### src/rtl/register_scoreboard.sv
// Register scoreboard between Decode and Read: tracks in-flight writes per
// architectural register and gates instruction issue on RAW/WAW hazards.
module register_scoreboard #(
  parameter int unsigned NUM_REGS   = 16,
  parameter int unsigned CNT_WIDTH  = 2,
  parameter int unsigned STAT_WIDTH = 32
) (
  input  logic                         clk,
  input  logic                         resetN,
  input  logic                         instValidIn,
  input  logic [$clog2(NUM_REGS)-1:0]  sourceReg1In,
  input  logic                         sourceReg1ValidIn,
  input  logic [$clog2(NUM_REGS)-1:0]  sourceReg2In,
  input  logic                         sourceReg2ValidIn,
  input  logic [$clog2(NUM_REGS)-1:0]  destRegIn,
  input  logic                         destRegValidIn,
  input  logic [$clog2(NUM_REGS)-1:0]  destRegisterSpecialIn,
  input  logic                         destRegisterSpecialValidIn,
  input  logic                         stallIn,
  input  logic                         flushIn,
  input  logic [$clog2(NUM_REGS)-1:0]  wbRegIn,
  input  logic                         wbRegValidIn,
  input  logic [$clog2(NUM_REGS)-1:0]  wbRegSpecialIn,
  input  logic                         wbRegSpecialValidIn,
  output logic                         canReadOut,
  output logic                         stallOut,
  output logic [NUM_REGS-1:0]          busyMaskOut,
  output logic                         errorOut,
  output logic [STAT_WIDTH-1:0]        stallCyclesOut
);

  localparam logic [CNT_WIDTH-1:0] CNT_MAX = '1;

  logic [CNT_WIDTH-1:0] pendingCount [NUM_REGS];
  logic [CNT_WIDTH-1:0] nextCount    [NUM_REGS];
  logic [NUM_REGS-1:0]  incMask;
  logic [NUM_REGS-1:0]  decMask;
  logic [NUM_REGS-1:0]  nextBusy;
  logic                 underflow;
  logic                 hazard;
  logic                 fire;

  always_comb begin
    hazard = instValidIn && (
               (sourceReg1ValidIn && (pendingCount[sourceReg1In] != '0)) ||
               (sourceReg2ValidIn && (pendingCount[sourceReg2In] != '0)) ||
               (destRegValidIn && (pendingCount[destRegIn] == CNT_MAX)) ||
               (destRegisterSpecialValidIn &&
                (pendingCount[destRegisterSpecialIn] == CNT_MAX)));
    fire       = instValidIn && !stallIn && !hazard && !flushIn && resetN;
    canReadOut = fire;
    stallOut   = !resetN || (instValidIn && (stallIn || hazard || flushIn));
  end

  // Setting mask bits (rather than counting) collapses duplicate register
  // names on either side to a single increment/decrement.
  always_comb begin
    incMask = '0;
    decMask = '0;
    if (fire && destRegValidIn)             incMask[destRegIn]             = 1'b1;
    if (fire && destRegisterSpecialValidIn) incMask[destRegisterSpecialIn] = 1'b1;
    if (wbRegValidIn)                       decMask[wbRegIn]               = 1'b1;
    if (wbRegSpecialValidIn)                decMask[wbRegSpecialIn]        = 1'b1;
  end

  always_comb begin
    underflow = 1'b0;
    nextBusy  = '0;
    for (int unsigned r = 0; r < NUM_REGS; r++) begin
      nextCount[r] = pendingCount[r];
      if (incMask[r] && !decMask[r]) begin
        nextCount[r] = pendingCount[r] + CNT_WIDTH'(1);
      end else if (decMask[r] && !incMask[r]) begin
        if (pendingCount[r] == '0) underflow = 1'b1;
        else nextCount[r] = pendingCount[r] - CNT_WIDTH'(1);
      end
      nextBusy[r] = (nextCount[r] != '0);
    end
  end

  always_ff @(posedge clk) begin
    if (!resetN) begin
      for (int unsigned r = 0; r < NUM_REGS; r++) pendingCount[r] <= '0;
      busyMaskOut    <= '0;
      errorOut       <= 1'b0;
      stallCyclesOut <= '0;
    end else begin
      if (flushIn) begin
        for (int unsigned r = 0; r < NUM_REGS; r++) pendingCount[r] <= '0;
        busyMaskOut <= '0;
      end else begin
        for (int unsigned r = 0; r < NUM_REGS; r++) pendingCount[r] <= nextCount[r];
        busyMaskOut <= nextBusy;
        if (underflow) errorOut <= 1'b1;
      end
      if (hazard && !stallIn && (stallCyclesOut != '1))
        stallCyclesOut <= stallCyclesOut + STAT_WIDTH'(1);
    end
  end

endmodule
### config.mk
export PLATFORM = sky130hd
export DESIGN_NAME = register_scoreboard
export DESIGN_NICKNAME = d
export VERILOG_FILES = /design/src/rtl/register_scoreboard.sv
export SDC_FILE = /design/constraint.sdc
export NUM_CORES = 1
export LEC_CHECK = 0
export CAP_MARGIN = 5
export CORE_AREA = 2 2 117 119
export DETAILED_ROUTE_END_ITERATION = 8
export DIE_AREA = 0 0 119 121
export PLACE_DENSITY = 0.71
export SKIP_LAST_GASP = 1
export SYNTH_ARGS = -nofsm -noshare
export SYNTH_HDL_FRONTEND = slang
export SYNTH_SLANG_ARGS = --single-unit
### constraint.sdc
create_clock -name clk -period 4.9 [get_ports clk]
set_input_delay 0.98 -clock clk [delete_from_list [all_inputs] [get_ports clk]]
set_output_delay 0.98 -clock clk [all_outputs]
set_load 0.005 [all_outputs]
==> flow_metrics.env <==
export IMPL_gr_total_overflow=0
export IMPL_clock_path_buffers=2
export IMPL_relSlewSlack_pct=44.2
export IMPL_clk_pin_slew_ps=60
export IMPL_crit_path_end_kind="output pin"
export IMPL_power_leakage_nw=3.05
export IMPL_num_vias=5865
export IMPL_antenna_found_initial=0
export IMPL_cts_tree="built"
export IMPL_final_nets=906
export IMPL_startpoint_type="input port"
export IMPL_drt_wl_total_mm=18.6
export IMPL_clock_latency_ps=350
export IMPL_pre_cts_ws_ps=117
export IMPL_synth_cell_types=63
export IMPL_areaGrowthSynthToFinish_pct=23.6
export IMPL_drt_pass1_iterations=5
export IMPL_finalCritPeriodShare_pct=95.1
export IMPL_start_util_pct=47.9
export IMPL_io_pins=86
export IMPL_diodes=0
export IMPL_syn_area_um2=6270
export IMPL_syn_inst=708
export IMPL_fin_hold_ws_ps=489
export IMPL_status="finished clean"
export IMPL_hold_depth=2
export IMPL_first_iter_violations=492
export IMPL_cts_sinks=81
export IMPL_hold_viol=0
export IMPL_die_w_um=119
export IMPL_grt_pass1_wl_mm=29.0
export IMPL_setup_viol=0
export IMPL_tns_ps=0
export IMPL_fin_ws_ps=240
export IMPL_post_drt_via_cell_ratio=5.85
export IMPL_post_route_cell_area_um2=7750
export IMPL_synth_seq_area_share_pct=30.6
export IMPL_placed_cell_area_um2=7420
export IMPL_timing_fmax_mhz=215
export IMPL_hold_buffers=0
export IMPL_core_area_um2=13100
export IMPL_synth_edf_count=30
export IMPL_antenna_left=0
export IMPL_fin_skew_ps=9.08
export IMPL_path_max_fanout=5
export IMPL_drive_above_1_share_pct=8.95
export IMPL_rsz0062_at_grt="false"
export IMPL_reg2reg_depth=11
export IMPL_syn_avg_cell_area_um2=8.86
export IMPL_final_cell_mix="84 x clkdlybuf4s50_1, 56 x nor2_1, 51 x nand2_1, 51 x dfxtp_1, 49 x ha_1"
export IMPL_cts_max_level=3
export IMPL_post_cts_setup_buffer_count=0
export IMPL_worst_endpoint_arrival_ps=3680
export IMPL_fill_cells=1153
export IMPL_report_final_slew_viol_count=0
export IMPL_min_period_ps=4660
export IMPL_mostFrequentLayoutCell="clkdlybuf4s50_1"
export IMPL_wl_per_cell_um=18.5
export IMPL_tightest_slew_ps=834
export IMPL_synth_seq_cells=81
export IMPL_std_cell_rows=42
export IMPL_chipHeight_um=121
export IMPL_gp_congestion=0.965
export IMPL_ir_drop_mv=0.144
export IMPL_dpl_hpwl_mm=14.5
export IMPL_grt_max_degree=36
export IMPL_numCtsBuffers=9
export IMPL_grt_usage_pct=25.9
export IMPL_maxCapViolations=0
export IMPL_worstPathRequired_ps=3920
export IMPL_hold_path_class="reg2reg"
export IMPL_portBuffers=85
export IMPL_powerDensity_nw_per_um2=228
export IMPL_dieArea_um2=14400
export IMPL_ys_warn_count=0
export IMPL_grt_pass1_vias=5691
export IMPL_synthArstFlopShare_pct=0
export IMPL_drcViolationCount=0
export IMPL_crit_type="in2out"
export IMPL_root_buffer="clkbuf_16"
export IMPL_synth_flop_cell="dfxtp_1"
synth_stat cells, types with 6 or more instances:
cell type | instances | share of area, %
nor2_1 | 56 | 3.4
a31oi_1 | 12 | 1.2
xor2_1 | 30 | 4.2
nand3b_1 | 6 | 0.72
and2_1 | 32 | 3.2
nand3_1 | 34 | 2.7
a21oi_1 | 44 | 3.5
mux2i_1 | 10 | 1.6
buf_2 | 8 | 0.64
nand4_1 | 10 | 1.0
ha_1 | 49 | 9.8
a221oi_2 | 8 | 1.9
o211ai_1 | 7 | 0.84
clkbuf_1 | 13 | 0.78
mux4_2 | 11 | 3.9
nor3_1 | 17 | 1.4
o22ai_1 | 24 | 2.4
nand3_2 | 7 | 1.1
dfxtp_1 | 51 | 16
inv_1 | 40 | 2.4
nand2_1 | 51 | 3.1
xnor2_1 | 14 | 2.0
nand2b_1 | 11 | 1.1
nor2b_1 | 19 | 1.9
edfxtp_1 | 30 | 14
a221oi_1 | 6 | 0.84
and3_1 | 32 | 3.2
worst max-delay path, stage by stage:
cell and delay [ps]:
clkdlybuf4s50_1 710, mux4_2 560, mux2i_1 140, mux2_2 170, a21oi_1 50, a21oi_2 200
nand2_1 110, o31ai_1 230, nand2_1 80, clkdlybuf4s50_1 450
per-stage QoR:
step	total power [W]	util (%)	std cells
finish	0.00177	59.3	1003
global route	0.00184	59.3	1003
CTS	0.00177	59.1	1002
detailed placement	0.00106	56.7	986
global placement	0.00105	56.7	986
floorplan	0.000935	-	737
registers in the layout, indices dropped and copies added (netlist names):
signal,flops
stallCyclesOut,32
errorOut,1
busyMaskOut,16
pendingCount,32
final timing paths:
path | from | to | slack, ps
worst min-delay path | errorOut | errorOut | 490
worst max-delay path | destRegIn[0] | stallOut | 240
worst min register to register | errorOut | errorOut | 490
worst max register to register | pendingCount[3][1] | errorOut | 1340
where the power goes:
group          leakage [nW]  total, W  switching [W]  internal (W)
registers             0.722  0.000759      0.0000377      0.000721
logic                  2.17  0.000291       0.000160      0.000131
clock network         0.158  0.000716       0.000305      0.000411
repair_timing:
| item | in CTS | in global routing |
|---|---|---|
| endpoints found under the hold margin | 0 | 0 |
| setup endpoints to repair | 0 | 1 |
| gates resized for setup | 0 | 1 |
layer usage:
metal  part of all wire (%)  track usage (%)  wire [um]  vias to the layer above
met1                     43             31.5       7930                     2821
met4                    2.5             11.5        457                        0
li1                       -                -          -                     2790
met3                    5.3             3.99        981                       37
met2                     49             45.4       9180                      217
met5                      0                0          0                        -
final cells by class:
cell class / count / area [um^2] / area share [%]
clock inverters: 5 / 38.8 / 0.500
multi-input cells: 591 / 4180 / 53.9
flip-flops and latches: 81 / 1920 / 24.8
clock buffers: 11 / 275 / 3.55
inverters: 40 / 150 / 1.94
well taps: 176 / 220 / 2.84
repair buffers: 99 / 966 / 12.5
cell families after synthesis:
logic type	count (synthesis)	share of synthesized area, %
simple gates	299	25.7
compound gates	145	17.1
flops	81	30.6
buf+inv	65	4.41
fa+ha+maj	49	9.77
xor+xnor	45	6.40
mux	23	5.90
other cells	1	0.0598
Power figures use the tool's default switching activity.
